[config.mk]
export PLATFORM = sky130hd
export DESIGN_NAME = nibble_serial_adder_flat
export DESIGN_NICKNAME = d
export VERILOG_FILES = /design/src/rtl/nibble_serial_adder_if.sv /design/src/rtl/nibble_serial_adder.sv /design/src/flat_wrapper.sv
export SDC_FILE = /design/constraint.sdc
export NUM_CORES = 1
export LEC_CHECK = 0
export CAP_MARGIN = 0
export CORE_MARGIN = 5
export CORE_UTILIZATION = 51
export CTS_CLUSTER_SIZE = 24
export DETAILED_ROUTE_END_ITERATION = 12
export GPL_ROUTABILITY_DRIVEN = 1
export PLACE_DENSITY = 0.79
export SLEW_MARGIN = 0
export SYNTH_ARGS = -nofsm -noshare
export SYNTH_HDL_FRONTEND = slang
export SYNTH_SLANG_ARGS = --single-unit
[constraint.sdc]
create_clock -name clk -period 3.26 [get_ports clk]
set_input_delay 0.815 -clock clk [delete_from_list [all_inputs] [get_ports clk]]
set_output_delay 0.815 -clock clk [all_outputs]
set_load 0.01 [all_outputs]
[src/rtl/nibble_serial_adder_if.sv]
// Request/response bundle for the digit-serial adder/subtractor.
// The master presents operands and consumes results; the slave is the adder.
interface nibble_serial_adder_if #(
    parameter int NIBBLES = 4
) ();
    localparam int W = 4 * NIBBLES;

    logic         in_valid;
    logic         in_ready;
    logic [W-1:0] a;
    logic [W-1:0] b;
    logic         cin;
    logic         op_sub;
    logic         out_valid;
    logic         out_ready;
    logic [W-1:0] result;
    logic         carry;
    logic         zero;
    logic         overflow;

    modport master (
        output in_valid, a, b, cin, op_sub, out_ready,
        input  in_ready, out_valid, result, carry, zero, overflow
    );

    modport slave (
        input  in_valid, a, b, cin, op_sub, out_ready,
        output in_ready, out_valid, result, carry, zero, overflow
    );
endinterface

[src/rtl/nibble_serial_adder.sv]
// Digit-serial add/subtract: one 4-bit digit per cycle, LSB digit first,
// with a valid/ready request side and a valid/ready result side.
//
// state | meaning
// IDLE  | waiting for a request, in_ready high once out of reset
// RUN   | processing one digit per edge, carry held in r_c
// DONE  | result and flags held until out_ready
module nibble_serial_adder #(
    parameter int NIBBLES = 4
) (
    input  logic                  clk,
    input  logic                  rst_n,
    nibble_serial_adder_if.slave  bus
);
    localparam int W  = 4 * NIBBLES;
    localparam int CW = (NIBBLES > 1) ? $clog2(NIBBLES) : 1;

    typedef enum logic [1:0] {
        ST_IDLE = 2'd0,
        ST_RUN  = 2'd1,
        ST_DONE = 2'd2
    } state_t;

    state_t        r_state;
    logic [CW-1:0] r_cnt;
    logic          r_c;
    logic [W-1:0]  r_a;
    logic [W-1:0]  r_b;
    logic          r_sub;
    logic [W-1:0]  r_sum;
    logic          r_carry;
    logic          r_zero;
    logic          r_ovf;
    logic          r_in_ready;
    logic          r_out_valid;

    logic [CW+1:0] w_base;
    logic [4:0]    w_dsum;
    logic          w_last;
    logic [W-1:0]  w_final;

    assign w_base = {r_cnt, 2'b00};
    assign w_last = (r_cnt == CW'(NIBBLES - 1));
    assign w_dsum = {1'b0, r_a[w_base +: 4]} + {1'b0, r_b[w_base +: 4]} + {4'b0000, r_c};

    // Full result as it will look once the top digit lands; flags come from this.
    always_comb begin
        w_final = r_sum;
        w_final[W-1 -: 4] = w_dsum[3:0];
    end

    always_ff @(posedge clk) begin
        if (!rst_n) begin
            r_state     <= ST_IDLE;
            r_cnt       <= '0;
            r_c         <= 1'b0;
            r_a         <= '0;
            r_b         <= '0;
            r_sub       <= 1'b0;
            r_sum       <= '0;
            r_carry     <= 1'b0;
            r_zero      <= 1'b1;
            r_ovf       <= 1'b0;
            r_in_ready  <= 1'b0;
            r_out_valid <= 1'b0;
        end else begin
            case (r_state)
                ST_IDLE: begin
                    r_in_ready <= 1'b1;
                    if (bus.in_valid && r_in_ready) begin
                        // b is stored pre-inverted for subtract; carry-in doubles as borrow.
                        r_a        <= bus.a;
                        r_b        <= bus.op_sub ? ~bus.b : bus.b;
                        r_sub      <= bus.op_sub;
                        r_c        <= bus.cin ^ bus.op_sub;
                        r_cnt      <= '0;
                        r_in_ready <= 1'b0;
                        r_state    <= ST_RUN;
                    end
                end
                ST_RUN: begin
                    r_sum[w_base +: 4] <= w_dsum[3:0];
                    r_c                <= w_dsum[4];
                    r_cnt              <= r_cnt + CW'(1);
                    if (w_last) begin
                        r_carry     <= w_dsum[4] ^ r_sub;
                        r_zero      <= (w_final == '0);
                        r_ovf       <= (r_a[W-1] == r_b[W-1]) && (w_dsum[3] != r_a[W-1]);
                        r_out_valid <= 1'b1;
                        r_state     <= ST_DONE;
                    end
                end
                ST_DONE: begin
                    if (bus.out_ready) begin
                        r_out_valid <= 1'b0;
                        r_in_ready  <= 1'b1;
                        r_state     <= ST_IDLE;
                    end
                end
                default: begin
                    r_state     <= ST_IDLE;
                    r_in_ready  <= 1'b0;
                    r_out_valid <= 1'b0;
                end
            endcase
        end
    end

    assign bus.in_ready  = r_in_ready;
    assign bus.out_valid = r_out_valid;
    assign bus.result    = r_sum;
    assign bus.carry     = r_carry;
    assign bus.zero      = r_zero;
    assign bus.overflow  = r_ovf;
endmodule

[src/flat_wrapper.sv]
// flat-port wrapper written by rule: the top's interface ports become plain ports
module nibble_serial_adder_flat 
#(
    parameter int NIBBLES = 4
)
  (clk, rst_n, bus_in_valid, bus_a, bus_b, bus_cin, bus_op_sub, bus_out_ready, bus_in_ready, bus_out_valid, bus_result, bus_carry, bus_zero, bus_overflow);
  nibble_serial_adder_if #(.NIBBLES(NIBBLES)) bus_i ();
  input  logic clk;
  input  logic rst_n;
  input wire logic [$bits(bus_i.in_valid)-1:0] bus_in_valid;
  input wire logic [$bits(bus_i.a)-1:0] bus_a;
  input wire logic [$bits(bus_i.b)-1:0] bus_b;
  input wire logic [$bits(bus_i.cin)-1:0] bus_cin;
  input wire logic [$bits(bus_i.op_sub)-1:0] bus_op_sub;
  input wire logic [$bits(bus_i.out_ready)-1:0] bus_out_ready;
  output wire logic [$bits(bus_i.in_ready)-1:0] bus_in_ready;
  output wire logic [$bits(bus_i.out_valid)-1:0] bus_out_valid;
  output wire logic [$bits(bus_i.result)-1:0] bus_result;
  output wire logic [$bits(bus_i.carry)-1:0] bus_carry;
  output wire logic [$bits(bus_i.zero)-1:0] bus_zero;
  output wire logic [$bits(bus_i.overflow)-1:0] bus_overflow;
  assign bus_i.in_valid = bus_in_valid;
  assign bus_i.a = bus_a;
  assign bus_i.b = bus_b;
  assign bus_i.cin = bus_cin;
  assign bus_i.op_sub = bus_op_sub;
  assign bus_i.out_ready = bus_out_ready;
  assign bus_in_ready = bus_i.in_ready;
  assign bus_out_valid = bus_i.out_valid;
  assign bus_result = bus_i.result;
  assign bus_carry = bus_i.carry;
  assign bus_zero = bus_i.zero;
  assign bus_overflow = bus_i.overflow;
  nibble_serial_adder #(.NIBBLES(NIBBLES)) u_core (.clk(clk), .rst_n(rst_n), .bus(bus_i));
endmodule
# Word-level counts from Yosys, hierarchy flattened
# Cells that the tools add are included.
# totals
regBits,59
latch_bits,0
ram_bits,0
mem_bits_ro,0
in_bits,38
out_inout_bits,21
word_cells,60
mem_count,0
# classes
add_sub_neg,4
mul,0
n_div,0
order_cmp,0
eq_ne,8
shifts,4
mux,16
bitwise_logic,5
reduce_logical,11
# op_table
cell,n
16-bit by 5-bit indexed part select with 4-bit output,2
16-bit bitwise mux,1
16-bit zero test,1
16-bit two-way mux,1
16-bit inverter,1
"4-bit by 6-bit variable shift with 16-bit output, first input constant",1
4-bit by 6-bit indexed part select with 16-bit output,1
2-bit two-way mux,4
2-bit AND reduction,4
4-bit negation with 6-bit output,1
1-bit one-hot mux with 3 select lines,2
2-bit one-hot mux with 3 select lines,1
3-bit AND reduction,2
4-bit by 4-bit adder with 5-bit output,1
5-bit by 1-bit adder with 5-bit output,1
1-bit two-way mux,5
"2-bit == test, second input constant",2
"2-bit by 1-bit inequality test with 1-bit output, second input constant",2
2-bit one-hot mux with 2 select lines,1
"2-bit by 1-bit adder with 2-bit output, second input constant",1
"2-bit by 1-bit == test with 1-bit output, second input constant",1
1-bit logical AND,2
2-bit zero test,1
"2-bit inequality test, second input constant",1
other kinds (6),8

# Longest topological paths before layout
# logic_depth
word_depth,5
mapped_depth,9

# Worst setup path after synthesis
# Ideal clock, no wire load.
# synth_timing
path_type,register -> register
start,register u_core.r_cnt[0]
end,register u_core.r_ovf (netlist: u_core.bus.overflow)
arrival_time_ns,2.640
required_time_ns,3.186
slack_ns,0.546
stages_incl_launch_ff,8
synth_period_minus_slack_ns,2.714
path_cell_list,dfxtp_1 -> buf_2 -> mux4_2 -> fa_1 -> a211o_1 -> and3_4 -> or4_1 -> a31oi_1
# synth_via
elab_chain_len,5
# synth_lines
element,line_no,text
from (decl),nibble_serial_adder.sv:25,logic [CW-1:0] r_cnt;
from (signal assigned),nibble_serial_adder.sv:84,r_cnt <= r_cnt + CW'(1);
16-bit by 5-bit indexed part select with 4-bit output,nibble_serial_adder.sv:44,"assign w_dsum = {1'b0, r_a[w_base +: 4]} + {1'b0, r_b[w_base +: 4]} + {4'b0000, r_c};"
4-bit by 4-bit adder with 5-bit output,nibble_serial_adder.sv:44,
5-bit by 1-bit adder with 5-bit output,nibble_serial_adder.sv:44,
1-bit inequality test,nibble_serial_adder.sv:88,r_ovf <= (r_a[W-1] == r_b[W-1]) && (w_dsum[3] != r_a[W-1]);
1-bit logical AND,nibble_serial_adder.sv:88,
to (signal assigned),nibble_serial_adder.sv:88,
to (decl),nibble_serial_adder.sv:33,logic r_ovf;
# Several ways; a longest one is shown, not always the timed one.
# A chain may end at the register's enable or synchronous reset.

# Worst setup path in the final report
# Ends and elaborated chain as after synthesis.

==> results.md <==
- Max VDD drop: 0.000235 V
- Final setup vio count: 0
- Required time worst endpoint: approximately 3.5 ns
- CTS buffer count: 9
- WL/cell: between 10 and 15 um
- Global-route wire length before repair: about 10000 um
- #FFs+latches synth: 59
- Number of post-CTS setup repair buffers: 0
- Drt first pass iters: 4
- DR vias: about 2400
- CP cell instances: buf_4 -> mux4_2 -> ha_1 -> a211o_1 -> and3_4 -> or4_1 -> a31oi_1
- Die height: 85.7 um
- Area grow syn2layout: 27.1%
- Io pins: 59
- GP Congestion: about 0.92
- Worst min path class: flop to flop
- Share of layout cells above drive strength 1: 8.99%
- CTS Root Buffer Type: clkbuf_8
- Leakage power: 1.47 nW
- Syn avg cell area: approximately 9.4 um^2
- Port-buffer cells: 58
- Starting DRT DRC Count: 108
- Register Area: 1180 um^2
- Cell Area, Synth: 2920 um^2
- Slowest stage delay, CP: 0.60 ns
- Fill cell count: 461
- Post-Syn Instances: 310
- Clock Skews: 0.00603 ns
- Setup TNS: 0 ns
- Seq/Total Area, Yosys: ~40%
- CP delay by family, top: flip-flops
- Synth cell types: 47
- Critical Path Stages: 7
- Final ANT Viol Nets: 0
- Most common cell after layout, fill and taps aside: nand2_1
- PD cells: approximately 420 nW/um^2
- Chip width: 85.7 um
- Final worst-path cycle share: 85.0%
- Slowest CP cell: dfxtp_1
- N_diodes: 0
- Commonest non-fill, non-tap cells in the layout: nand2_1 (67), dfxtp_1 (59), clkdlybuf4s50_1 (58)
- Hold Path Stages: 2
- Critical Path Source Type: flop
- Unrepaired setup endpoints after global routing: no
- WP data arrival: 3.03 ns
- Vias in the first global route: 2182
- Cells resized by post-CTS repair: 0
- Core Area: 5540 um^2
- Syn_nets: ~360
- Nets@finish: around 420
- DPL Wire Length: 4540 um
- TritonCTS clock tree: built
- Die ar.: ~7300 um^2
- Clock Sinks: 59
- Pin count of the biggest net entering global routing: 50
- Htree depth: 3
- Final std cells w/o fill: roughly 440
- Buf/Inv on CP: 1
- Worst-Skew Late Latency: 0.33 ns
- Max Cap Violations: 0
- Initial antenna violation count: 0
- Status: complete, no violations
- Multi-input logic area: 1620 um^2
- CTS Hold Bufs: 0
- R2R cell count: 7
- Detailed-route wire length: between 6000 and 7000 um
- Achievable Freq: 0.361 GHz
- Worst-path clk slew: 0.06 ns
- CP Class: flop to flop
- Fin. Hold Viols: 0
- CP Capture Type: flop
- Grt ovf: 0
- Row count: 27
- GRT Util Overall: 17.7%
- Min Tclk post-route: roughly 2.8 ns
- YS warnings: 0
- Slew Limit Fails: 0
- Clock buffer depth: 2
- Initial Util: 52.8%
- Vias per cell: 5.40
- Placed insts: ~430
- Worst slew pin tran: 0.486 ns
- CP Max Fanout: 10
- DR DRC count: 0
- Slew headroom: around 67%
-- area by class of cell --
cell class                      count  share of cell area [%]
Clock buffer                       12                    4.18
Inverter                            9                   0.909
Multi-Input combinational cell    222                    43.7
Sequential cell                    59                    31.8
Tap cell                           72                    2.42
Timing Repair Buffer               65                    17.0
-- synth_stat cells, drive strengths merged --
master,n,area share (%)
nor2b,12,2.6
nand4,1,0.21
o2111a,1,0.39
inv,9,1.2
and4bb,1,0.43
mux2,1,0.39
a21o,1,0.26
a211o,1,0.30
o21a,1,0.26
nor2,3,0.39
nand4bb,2,0.77
and3,2,0.60
o21ai,9,1.5
a21boi,21,5.4
nor3,2,0.51
and2b,1,0.26
nand2b,2,0.68
nand2,67,8.6
o311ai,1,0.30
nor3b,1,0.26
mux4,8,6.2
buf,11,2.0
clkbuf,9,1.2
ha,9,3.9
nand4b,1,0.30
or4,2,0.51
nand3b,1,0.26
o31ai,1,0.26
dfxtp,59,40
a31oi,1,0.21
nor4,3,0.64
o211a,16,5.5
or2,2,0.51
and2,4,0.86
nor4b,1,0.30
o211ai,1,0.26
fa,2,1.4
a22oi,11,2.8
xnor2,18,5.4
nand3,7,1.2
and3b,1,0.30
a21oi,3,0.51
-- registers in the layout, indices dropped and copies added, names as in the netlist, 2 cells and up --
signal             count
u_core.bus.result     16
u_core.r_a            16
u_core.r_b            16
u_core.r_cnt           2
u_core.r_state         2
-- cells by family after synthesis --
logic type	after synthesis	synth area share, %
and+or+nand+nor	116	20.2
AOI/OAI and AO/OA	68	18.0
DFF	59	40.4
buffers and inverters	29	4.28
xor gates and xnor gates	18	5.39
adders and majority gates	11	5.22
muxes	9	6.55
-- metal layers --
| layer | GRT usage [%] | part of all wire, % | vias to the layer above |
|---|---|---|---|
| met3 | 4.90 | 5.0 | 9 |
| met1 | 22.2 | 47 | 1107 |
| met5 | 0 | 0 | - |
| li1 | - | - | 1193 |
| met2 | 28.1 | 47 | 62 |
| met4 | 8.20 | 1.4 | 0 |
-- through the flow --
stage                     util, %  power (mW)  hold WS, ns  instance area (um^2)  setup slack [ns]
after CTS                    67.1        1.59        0.467                  3720             0.438
after global placement       64.3        1.04        0.451                  3560             0.512
after detailed placement     64.3        1.04        0.458                  3560             0.452
after floorplan                 -       0.949        0.440                  2920             0.546
after global routing         67.1        1.66        0.489                  3720             0.281
final                        67.1        1.58        0.465                  3720             0.488
-- path summary, 6_finish.rpt --
| path | start | end | slack [ns] |
|---|---|---|---|
| max | u_core.r_cnt[0] | u_core.bus.overflow | 0.49 |
| min | u_core.r_a[8] | u_core.r_a[8] | 0.47 |
| max reg2reg | u_core.r_cnt[0] | u_core.bus.overflow | 0.49 |
| min reg2reg | u_core.r_a[8] | u_core.r_a[8] | 0.47 |
-- power breakdown --
part           internal, mW  switching, mW
logic                 0.134          0.110
registers             0.754         0.0280
clock network         0.300          0.250
-- worst min-delay path, delay by kind of cell, from the launching register on --
family,cells,cell delay (ns)
compound gates,1,0.06
simple gates,1,0.05
flops,1,0.31
(Power assumes the default switching activity.)
